### src/rtl/adc_sar_controller.sv
// SAR controller for a 12-bit capacitive-DAC ADC: sample, then 12 binary-search trials.
// Optional macro ADC_SAR_CONTINUOUS_EN makes start level-sensitive with back-to-back conversions.
module adc_sar_controller #(
  parameter int unsigned SAMPLE_CYCLES = 2
) (
  input  logic        clk_in,
  input  logic        rst_n_in,
  input  logic        start_in,
  input  logic        comp_in,
  output logic        sample_out,
  output logic [11:0] dac_code_out,
  output logic [11:0] result_out,
  output logic        valid_out,
  output logic        busy_out
);

  typedef enum logic [1:0] {IDLE, SAMPLE, CONVERT, DONE} state_t;

  localparam logic [3:0] SAMPLE_LOAD = 4'(SAMPLE_CYCLES - 1);

  state_t      state_q;
  logic [3:0]  cnt_q;
  logic [3:0]  bit_q;
  logic [11:0] code_q;
  logic [11:0] code_d;
  logic [11:0] result_q;
  logic        valid_q;
  logic        sample_q;
  logic        busy_q;
  logic        start_go;

`ifdef ADC_SAR_CONTINUOUS_EN
  assign start_go = start_in;
`else
  logic start_prev_q;

  always_ff @(posedge clk_in) begin
    if (!rst_n_in) begin
      start_prev_q <= 1'b0;
    end else begin
      start_prev_q <= start_in;
    end
  end

  assign start_go = start_in & ~start_prev_q;
`endif

  // Resolve the current trial bit from the comparator and arm the next lower bit.
  always_comb begin
    code_d         = code_q;
    code_d[bit_q]  = comp_in;
    if (bit_q != 4'd0) begin
      code_d[bit_q - 4'd1] = 1'b1;
    end
  end

  always_ff @(posedge clk_in) begin
    if (!rst_n_in) begin
      state_q  <= IDLE;
      cnt_q    <= 4'd0;
      bit_q    <= 4'd0;
      code_q   <= 12'h000;
      result_q <= 12'h000;
      valid_q  <= 1'b0;
      sample_q <= 1'b0;
      busy_q   <= 1'b0;
    end else begin
      valid_q <= 1'b0;
      case (state_q)
        IDLE: begin
          if (start_go) begin
            state_q  <= SAMPLE;
            cnt_q    <= SAMPLE_LOAD;
            sample_q <= 1'b1;
            busy_q   <= 1'b1;
            code_q   <= 12'h000;
          end
        end
        SAMPLE: begin
          if (cnt_q == 4'd0) begin
            state_q  <= CONVERT;
            bit_q    <= 4'd11;
            code_q   <= 12'h800;
            sample_q <= 1'b0;
          end else begin
            cnt_q <= cnt_q - 4'd1;
          end
        end
        CONVERT: begin
          code_q <= code_d;
          if (bit_q == 4'd0) begin
            result_q <= code_d;
            valid_q  <= 1'b1;
            state_q  <= DONE;
          end else begin
            bit_q <= bit_q - 4'd1;
          end
        end
        DONE: begin
          code_q <= 12'h000;
`ifdef ADC_SAR_CONTINUOUS_EN
          if (start_in) begin
            state_q  <= SAMPLE;
            cnt_q    <= SAMPLE_LOAD;
            sample_q <= 1'b1;
            busy_q   <= 1'b1;
          end else begin
            state_q <= IDLE;
            busy_q  <= 1'b0;
          end
`else
          state_q <= IDLE;
          busy_q  <= 1'b0;
`endif
        end
        default: begin
          state_q <= IDLE;
          busy_q  <= 1'b0;
        end
      endcase
    end
  end

  assign sample_out   = sample_q;
  assign dac_code_out = code_q;
  assign result_out   = result_q;
  assign valid_out    = valid_q;
  assign busy_out     = busy_q;

endmodule
### config.mk
export PLATFORM = sky130hd
export DESIGN_NAME = adc_sar_controller
export DESIGN_NICKNAME = d
export VERILOG_FILES = /design/src/rtl/adc_sar_controller.sv
export SDC_FILE = /design/constraint.sdc
export NUM_CORES = 1
export LEC_CHECK = 0
export CORE_UTILIZATION = 35
export DETAILED_ROUTE_END_ITERATION = 8
export GPL_ROUTABILITY_DRIVEN = 0
export HOLD_SLACK_MARGIN = 0.06
export PLACE_DENSITY_LB_ADDON = 0.25
export SLEW_MARGIN = 25
export SYNTH_ARGS = -nofsm -noshare
export SYNTH_HDL_FRONTEND = slang
export SYNTH_SLANG_ARGS = --single-unit
### constraint.sdc
create_clock -name clk_in -period 1.7 [get_ports clk_in]
set_input_delay 0.34 -clock clk_in [delete_from_list [all_inputs] [get_ports clk_in]]
set_output_delay 0.34 -clock clk_in [all_outputs]
set_load 0.1 [all_outputs]
==> results of run 1 <==
## worst max-delay path, cell delays in order (launching register included)
cell and delay [ps]:
dfxtp_2 330, inv_2 70, ha_4 140, or3b_4 420, and2_2 240, nor3_4 260, buf_4 180, nor2_1 30
a211oi_1 180
## layout by cell type (no fill, tap or decap), types with 3 or more instances in the layout
cell type,count
buf_4,57
dfxtp_1,34
buf_12,31
nor2_1,23
nand2_1,21
a21oi_1,19
nand3_1,9
ha_1,8
mux2i_1,7
o21ai_1,7
buf_6,7
inv_1,6
a311oi_1,6
inv_2,5
a211oi_1,5
o21ai_0,5
clkbuf_8,5
nor2b_1,4
nor2_2,4
nand2b_1,4
o221a_1,4
dfxtp_2,4
nand3b_1,3
o22ai_1,3
a21oi_2,3
and2_1,3
a22oi_1,3
clkdlybuf4s50_1,3
## stage by stage
step	utilization [%]	setup TNS (ps)	hold slack (ps)	total power (W)	instances
after floorplan	-	-377	458	0.00339	246
after global routing	62.7	-4770	547	0.00640	408
after global placement	55.6	-4820	500	0.00470	385
after detailed placement	55.6	-5490	511	0.00476	385
final	62.7	-2560	517	0.00606	408
after CTS	61.5	-2470	524	0.00592	404
## layer usage
layer  wire, um  up-vias
met5          0        -
met4        122        0
met3        198       12
met2       3140       36
met1       2690     1027
li1           -     1066
## cells by family after synthesis
kind of cell | Yosys count | share of synthesized area, %
buf+inv | 27 | 5.91
compound gates | 73 | 24.4
fa+ha+maj | 11 | 6.63
xor+xnor | 2 | 0.845
flops | 38 | 36.7
simple gates | 87 | 21.6
mux | 8 | 3.92
## where the power goes
group	internal (W)	switching [W]	leakage, nW
combinational	0.00184	0.00221	1.06
clock	0.000432	0.000339	0.0579
sequential	0.00108	0.000164	0.310
## what timing repair did
action	4_1_cts	5_1_grt
pin swaps	12	12
gates resized for setup	24	22
cloned	2	0
setup endpoints to repair	29	35
setup buffers	9	6
hold endpoints to repair	0	0
## state kept, by name, indices dropped and copies added, names as in the netlist
| register | flops |
|---|---|
| busy_out | 1 |
| cnt_q | 4 |
| valid_out | 1 |
| bit_q | 4 |
| state_q | 2 |
| start_prev_q | 1 |
| result_out | 12 |
| sample_out | 1 |
| dac_code_out | 12 |
## cell type report
| class | instances | share of cell area, % |
|---|---|---|
| Multi-Input combinational cell | 181 | 38.4 |
| Timing Repair Buffer | 98 | 32.9 |
| Sequential cell | 38 | 21.8 |
| Tap cell | 72 | 2.56 |
| Clock buffer | 5 | 1.96 |
| Inverter | 11 | 1.17 |
| Clock inverter | 3 | 1.14 |
## path summary, 6_finish.rpt
| path | slack, ps | startpoint | endpoint | cells past startpoint |
|---|---|---|---|---|
| setup / recovery | -240 | cnt_q[1]$_SDFFE_PN0P_ | bit_q[1]$_SDFFE_PN0P_ | 8 |
| hold / removal | 520 | busy_out$_SDFFE_PN0P_ | busy_out$_SDFFE_PN0P_ | 2 |
| setup reg to reg | -240 | cnt_q[1]$_SDFFE_PN0P_ | bit_q[1]$_SDFFE_PN0P_ | 8 |
| hold reg to reg | 520 | busy_out$_SDFFE_PN0P_ | busy_out$_SDFFE_PN0P_ | 2 |
==> flow_summary.ini, run 1 <==
[status]
status = complete, but fails checks
violations = negative setup slack

[global_route]
grt_use_total_pct = 20.9
grt_start_max_net_pins = 15
antenna_found_initial = 0
grt_pass1_wl_um = 10100
use_met1_pct = 26.4
use_met3_pct = 3.56
grt_pass1_vias = 2123
met2_usage_pct = 34.5
grt_overflow_total = 0
grt_busiest_layer = met2

[detailed_routing]
drc = 0
ant_nets = 0
vias = 2141
vias_per_cell = 5.25
drtIter0Drc = 120
wl_per_cell_um = 15.1
dr.pass1.iters = 4
postRouteWirelength_um = 6150

[floorplanning]
boundaryPins = 31
dieArea_sq_um = 6240
rows = 27
initial_core_util_pct = 37.0
core_sq_um = 5610
die_y_um = 79.0
fp.dieW_um = 79.0

[logic_synthesis]
synth_enable_flop_cells = 0
synth_most_common_cell = dfxtp_1
synth_common_cells = dfxtp_1, nor2_1, a21oi_1, nand2_1, o21ai_0
syn-num-nets = 261
avgSynthCellArea_sq_um = 8.43
synthCells = 246
seq_area_frac_synth_pct = 36.7
ys_async_sr_fraction_pct = 0
synth.distinct_cells = 48
synth_top_cell_by_area = dfxtp_1
yosys_warnings = 0
yosysTopAreaCellShare_pct = 36.7
synth_area_leaders = dfxtp_1, ha_1, a21oi_1, nor2_1, nand2_1
synthFlopType = dfxtp_1
synth_seq_cells = 38
netlist_area_sq_um = 2070

[sta]
worst_slack_ps = -243
setup_viol = 22
fin_crit_sh_pct = 114
rsz0062_at_grt = true
slew_headroom_pct = 59.3
hold_viol = 0
maxSlewViolCount = 0
worstMarginPinSlew_ps = 608
finClkSkew_ps = 8.24
fmax_mhz = 515
period_needed_ps = 1940

[final_layout]
seq_area_sq_um = 766
num-fill-cells = 480
num_antenna_cells = 0
synthToLayoutAreaGrowth_pct = 69.4
drive_gt1_share_pct = 44.3
multi_input_area_sq_um = 1350
final_nets = 350
design_area_sq_um = 3510

[critical_path]
cp_max_fo = 5
cp_data_required_time_ps = 1910
critPathCaptureType = flop
crit_path_start_kind = flop
path_class = reg -> reg
arrival_ps = 2150

[cts]
clk_pin_slew_worst_paths_ps = 80
clk_latency_ps = 300
cts_tree = built
cts_num_sinks = 38
cts_max_path_buffers = 2
cts_root_buffer = clkbuf_8
h-tree-depth = 2
cts_buffers = 5
postCtsHoldBufs = 0

[place]
numPortBuffers = 30
dp_slack_ps = -388
dpl.hpwl_um = 4250
dpl-instance-area_sq_um = 3120

[power_and_ir_drop]
peakVddDrop_mv = 0.852
power_density_nw_per_um2 = 1720
leakage_nw = 1.43

[min_path]
hold_class = reg -> reg

[job]
drv_cap = 0
Power figures use the tool's default switching activity.
==> run 2: changes to the inputs <==
- CTS_CLUSTER_SIZE: default -> 16
- clock period: 1.7 -> 2.07 ns (I/O delays scaled with it)
==> run 2 against run 1 <==
  * The run now ends clean
  * Cell count is 11% lower
  * First-iteration DRC count is 40% lower
  * Combinational power is 43% lower
  * Global-route usage is 2.4 points lower
  * Core utilization is 16 points lower
  * Sequential cell count stayed put
  * Design area is 26% lower
  * Die area stayed put
  * Critical endpoint is now bit_q[0]$_SDFFE_PN0P_
==> flow_summary.ini, run 2 (synthesis gave the netlist of run 1 again) <==
[detailed_routing]
ant_nets = 0
vias = 1914
postRouteWirelength_um = 5130
drtIter0Drc = 72
vias_per_cell = 5.27
wl_per_cell_um = 14.1
dr.pass1.iters = 4
drc = 0

[floorplanning]
core_sq_um = 5610
initial_core_util_pct = 37.0
rows = 27
boundaryPins = 31
fp.dieW_um = 79.0
die_y_um = 79.0
dieArea_sq_um = 6240

[power_and_ir_drop]
netSwitchingPower_w = 0.00187
leakage_nw = 1.06
peakVddDrop_mv = 0.639
seqPwrFrac_pct = 26.9
pwr-share-comb_pct = 60.6
p_total_w = 0.00378
power_density_nw_per_um2 = 1450
clkPwrFrac_pct = 12.5
p_int_w = 0.00191
p_sw_share_pct = 49.5

[final_layout]
design_area_sq_um = 2600
multi_input_area_sq_um = 1200
seq_area_sq_um = 762
num_antenna_cells = 0
final_common_cell = buf_4
synthToLayoutAreaGrowth_pct = 25.2
final_core_util_pct = 46.3
final_cell_mix = buf_4, dfxtp_1, nor2_1, a21oi_1, nand2_1
final_nets = 306
drive_gt1_share_pct = 24.7
num-fill-cells = 577

[cts]
cts_buffers = 5
h-tree-depth = 2
clk_pin_slew_worst_paths_ps = 70
cts_max_path_buffers = 2
cts_tree = built
cts_num_sinks = 38
clk_latency_ps = 290
postCtsHoldBufs = 0
cts_root_buffer = clkbuf_8

[sta]
rsz0062_at_grt = false
maxSlewViolCount = 0
fin_crit_sh_pct = 93.0
hold_viol = 0
worst_slack_ps = 145
worstMarginPinSlew_ps = 567
fmax_mhz = 519
setup_viol = 0
period_needed_ps = 1930
slew_headroom_pct = 62.0
finClkSkew_ps = 6.38

[place]
dp_slack_ps = -38.5
dpl-instance-area_sq_um = 2490
numPortBuffers = 30
dpl.hpwl_um = 3900

[critical_path]
crit_path_start_kind = flop
path_class = reg -> reg
cp_max_fo = 5
reg2reg_slack_ps = 140
critPathCaptureType = flop
r2r-end = bit_q[0]$_SDFFE_PN0P_
cp-startpoint = bit_q[0]$_SDFFE_PN0P_
cp_data_required_time_ps = 2250
r2r-start = bit_q[0]$_SDFFE_PN0P_
r2r_cells = 9
arrival_ps = 2100

[min_path]
holdPathStages = 2
hold_path_startpoint = busy_out$_SDFFE_PN0P_
hold_class = reg -> reg
holdPathEnd = busy_out$_SDFFE_PN0P_

[global_route]
antenna_found_initial = 0
grt_pass1_wl_um = 8980
grt_pass1_vias = 1877
grt_overflow_total = 0
grt_start_max_net_pins = 17
grt_use_total_pct = 18.5

[job]
drv_cap = 0

[status]
status = finished clean
[run 2: cell count changes in the layout (fill, tap and decap cells not counted), moves of 7 or more]
cell     delta
buf_12     -30
o21ai_0     +9
buf_4       -7
buf_6       -7
o21ai_1     -7
[run 2: cell type report]
class	instances	share of cell area [%]
Tap cell	72	3.47
Clock buffer	7	2.94
Multi-Input combinational cell	181	46.3
Sequential cell	38	29.3
Timing Repair Buffer	54	16.4
Inverter	11	1.59
[run 2: timing repair]
action | 4_1_cts | 5_1_grt
buffers inserted | 0 | 3
resized for setup | 0 | 5
endpoints found under the setup margin | 0 | 14
[run 2: power by group through the flow]
stage / clock, W / sequential [W] / combinational, W
2_1_floorplan: 0 / 0.00153 / 0.00116
3_3_place_gp: 0 / 0.00102 / 0.00220
3_5_place_dp: 0 / 0.00103 / 0.00221
4_1_cts: 0.000493 / 0.00101 / 0.00222
5_1_grt: 0.000525 / 0.00104 / 0.00250
6_report: 0.000472 / 0.00101 / 0.00229
[run 2: worst max-delay path: stages (launching register included)]
cell     delay, ps
dfxtp_2        340
inv_1          120
ha_1           240
or3b_4         440
nor2_4         170
buf_4          140
nor3_4          50
buf_4          130
a21oi_1        130
nor2_1          50
[run 2: layer usage]
layer  global-route usage, %  vias to the layer above  routed length [um]
met3                    5.29                        7                 228
met4                    4.73                        0                  50
met1                    25.4                      893                2550
met2                    28.2                       42                2300
li1                        -                      972                   -
met5                       0                        -                   0
[run 2: how the worst max path moves through the flow]
stage          cells past startpoint                       endpoint  slack (ps)
2_1_floorplan                      8  dac_code_out[10]$_SDFFE_PN0P_         200
3_3_place_gp                       6   dac_code_out[2]$_SDFFE_PN0P_          -5
3_5_place_dp                       6  dac_code_out[10]$_SDFFE_PN0P_         -40
4_1_cts                            7     result_out[7]$_SDFFE_PN0P_          40
5_1_grt                            7   dac_code_out[2]$_SDFFE_PN0P_           1
6_report                           9          bit_q[0]$_SDFFE_PN0P_         140
[run 2: metrics by stage]
step / hold slack (ps) / instances / TNS [ps]
finish: 475 / 363 / 0
global route: 519 / 363 / 0
CTS: 487 / 360 / 0
detailed placement: 475 / 353 / -164
global placement: 466 / 353 / -14.7
floorplan: 469 / 246 / 0
==> run 3: changes to the inputs <==
- CORE_ASPECT_RATIO: default -> 2
- CTS_CLUSTER_DIAMETER: default -> 80
- TNS_END_PERCENT: default -> 20
==> run 3 against run 2 <==
  * Clock-buffer cell count is 1 lower
  * Wire length grew 13%
  * Total power up 9.2%
  * Fmax down 4.6%
  * Via count increased by 4.4%
  * First-iteration DRC count down 38%
  * Cell count fell by 2.8%
  * Largest cell class unchanged
==> flow_summary.ini, run 3 (synthesis gave the netlist of run 1 again) <==
[sta]
worstMarginPinSlew_ps = 457
slew_headroom_pct = 69.5
fin_crit_sh_pct = 97.5
setup_viol = 0
setup_tns_ps = 0
period_needed_ps = 2020
hold_viol = 0
fmax_mhz = 495
finClkSkew_ps = 2.13
rsz0062_at_grt = true
maxSlewViolCount = 0

[global_route]
antenna_found_initial = 0
grt_start_max_net_pins = 22
grt_use_total_pct = 19.6
grt_overflow_total = 0
grt_pass1_wl_um = 9450
grt_pass1_vias = 2035

[detailed_routing]
drtIter0Drc = 45
vias_per_cell = 5.66
postRouteWirelength_um = 5780
ant_nets = 0
drc = 0
wl_per_cell_um = 16.4
vias = 1998
dr.pass1.iters = 4

[floorplanning]
initial_core_util_pct = 36.3
dieArea_sq_um = 6260
core_sq_um = 5710
boundaryPins = 31
fp.dieW_um = 56.4
die_y_um = 111
rows = 39

[power_and_ir_drop]
clkPwrFrac_pct = 18.8
netSwitchingPower_w = 0.00196
peakVddDrop_mv = 0.941
pwr-share-comb_pct = 56.5
p_sw_share_pct = 47.6
power_density_nw_per_um2 = 1550
leakage_nw = 1.09
seqPwrFrac_pct = 24.7
p_int_w = 0.00216

[final_layout]
final_cell_mix = buf_4, dfxtp_1, nor2_1, a21oi_1, nand2_1
num_antenna_cells = 0
final_nets = 306
seq_area_sq_um = 761
design_area_sq_um = 2650
multi_input_area_sq_um = 1200
synthToLayoutAreaGrowth_pct = 27.9
num-fill-cells = 572
drive_gt1_share_pct = 25.7
final_common_cell = buf_4

[cts]
cts_tree = built
cts_buffers = 5
cts_root_buffer = clkbuf_16
clk_latency_ps = 280
h-tree-depth = 2
cts_max_path_buffers = 2
clk_pin_slew_worst_paths_ps = 60
cts_num_sinks = 38

[critical_path]
critPathCaptureType = flop
cp_max_fo = 8
r2r-start = cnt_q[1]$_SDFFE_PN0P_
arrival_ps = 2220
crit_path_start_kind = flop
r2r_cells = 6
cp-startpoint = cnt_q[1]$_SDFFE_PN0P_
path_class = reg -> reg
cp_data_required_time_ps = 2270

[place]
numPortBuffers = 30
dpl-instance-area_sq_um = 2490
dpl.hpwl_um = 4430

[min_path]
holdPathStages = 2
hold_path_startpoint = busy_out$_SDFFE_PN0P_
hold_class = reg -> reg

[status]
status = finished clean

[job]
drv_cap = 0
[run 3: changes by cell type in the layout (fill, tap and decap cells not counted), moves of 2 or more]
cell,before,now
clkbuf_16,0,5
clkbuf_1,2,0
ha_2,0,2
ha_1,11,9
clkbuf_8,5,1
[run 3: layout make-up]
type,instances,area share [%]
Inverter,11,1.56
Multi-Input combinational cell,181,45.2
Timing Repair Buffer,54,16.0
Tap cell,61,2.88
Clock buffer,6,5.23
Clock inverter,2,0.471
Sequential cell,38,28.7
[run 3: critical path: stages, from the launching register on]
cell     delay, ps
dfxtp_1        310
inv_1           90
ha_2           190
or3b_4         420
a22o_2         340
or3_1          370
o21ai_0        200
[run 3: per-stage QoR]
step                      setup slack (ps)  hold slack [ps]  std cells  utilization, %  power, W
after floorplan                        204              469        246               -   0.00269
after global placement               -40.6              455        345            43.7   0.00331
after detailed placement             -68.1              459        345            43.7   0.00333
after CTS                             26.1              468        353            46.4   0.00411
after global routing                 -6.19              486        353            46.5   0.00437
final                                 51.5              463        353            46.5   0.00412
[run 3: power by group through the flow]
stage / clock network [W] / logic (W) / registers [W]
after detailed placement: 0 / 0.00230 / 0.00103
after floorplan: 0 / 0.00116 / 0.00153
after global placement: 0 / 0.00228 / 0.00102
final: 0.000774 / 0.00233 / 0.00102
after CTS: 0.000790 / 0.00231 / 0.00101
after global routing: 0.000821 / 0.00250 / 0.00104
[run 3: final timing paths]
check,end,slack [ps]
setup / recovery,dac_code_out[5]$_SDFFE_PN0P_,50
hold / removal,busy_out$_SDFFE_PN0P_,460
setup reg to reg,dac_code_out[5]$_SDFFE_PN0P_,50
hold reg to reg,busy_out$_SDFFE_PN0P_,460
[run 3: routing by layer]
metal / track usage, % / routed length [um] / vias up
met5: 0 / 0 / -
met4: 12.5 / 244 / 0
met3: 3.38 / 190 / 20
met2: 35.6 / 3180 / 58
met1: 19.6 / 2160 / 943
li1: - / - / 977
[run 3: what timing repair did]
action | in CTS | in global routing
hold buffers | 0 | 0
setup buffers | 0 | 0
endpoints found under the setup margin | 0 | 17
gates resized for setup | 0 | 5
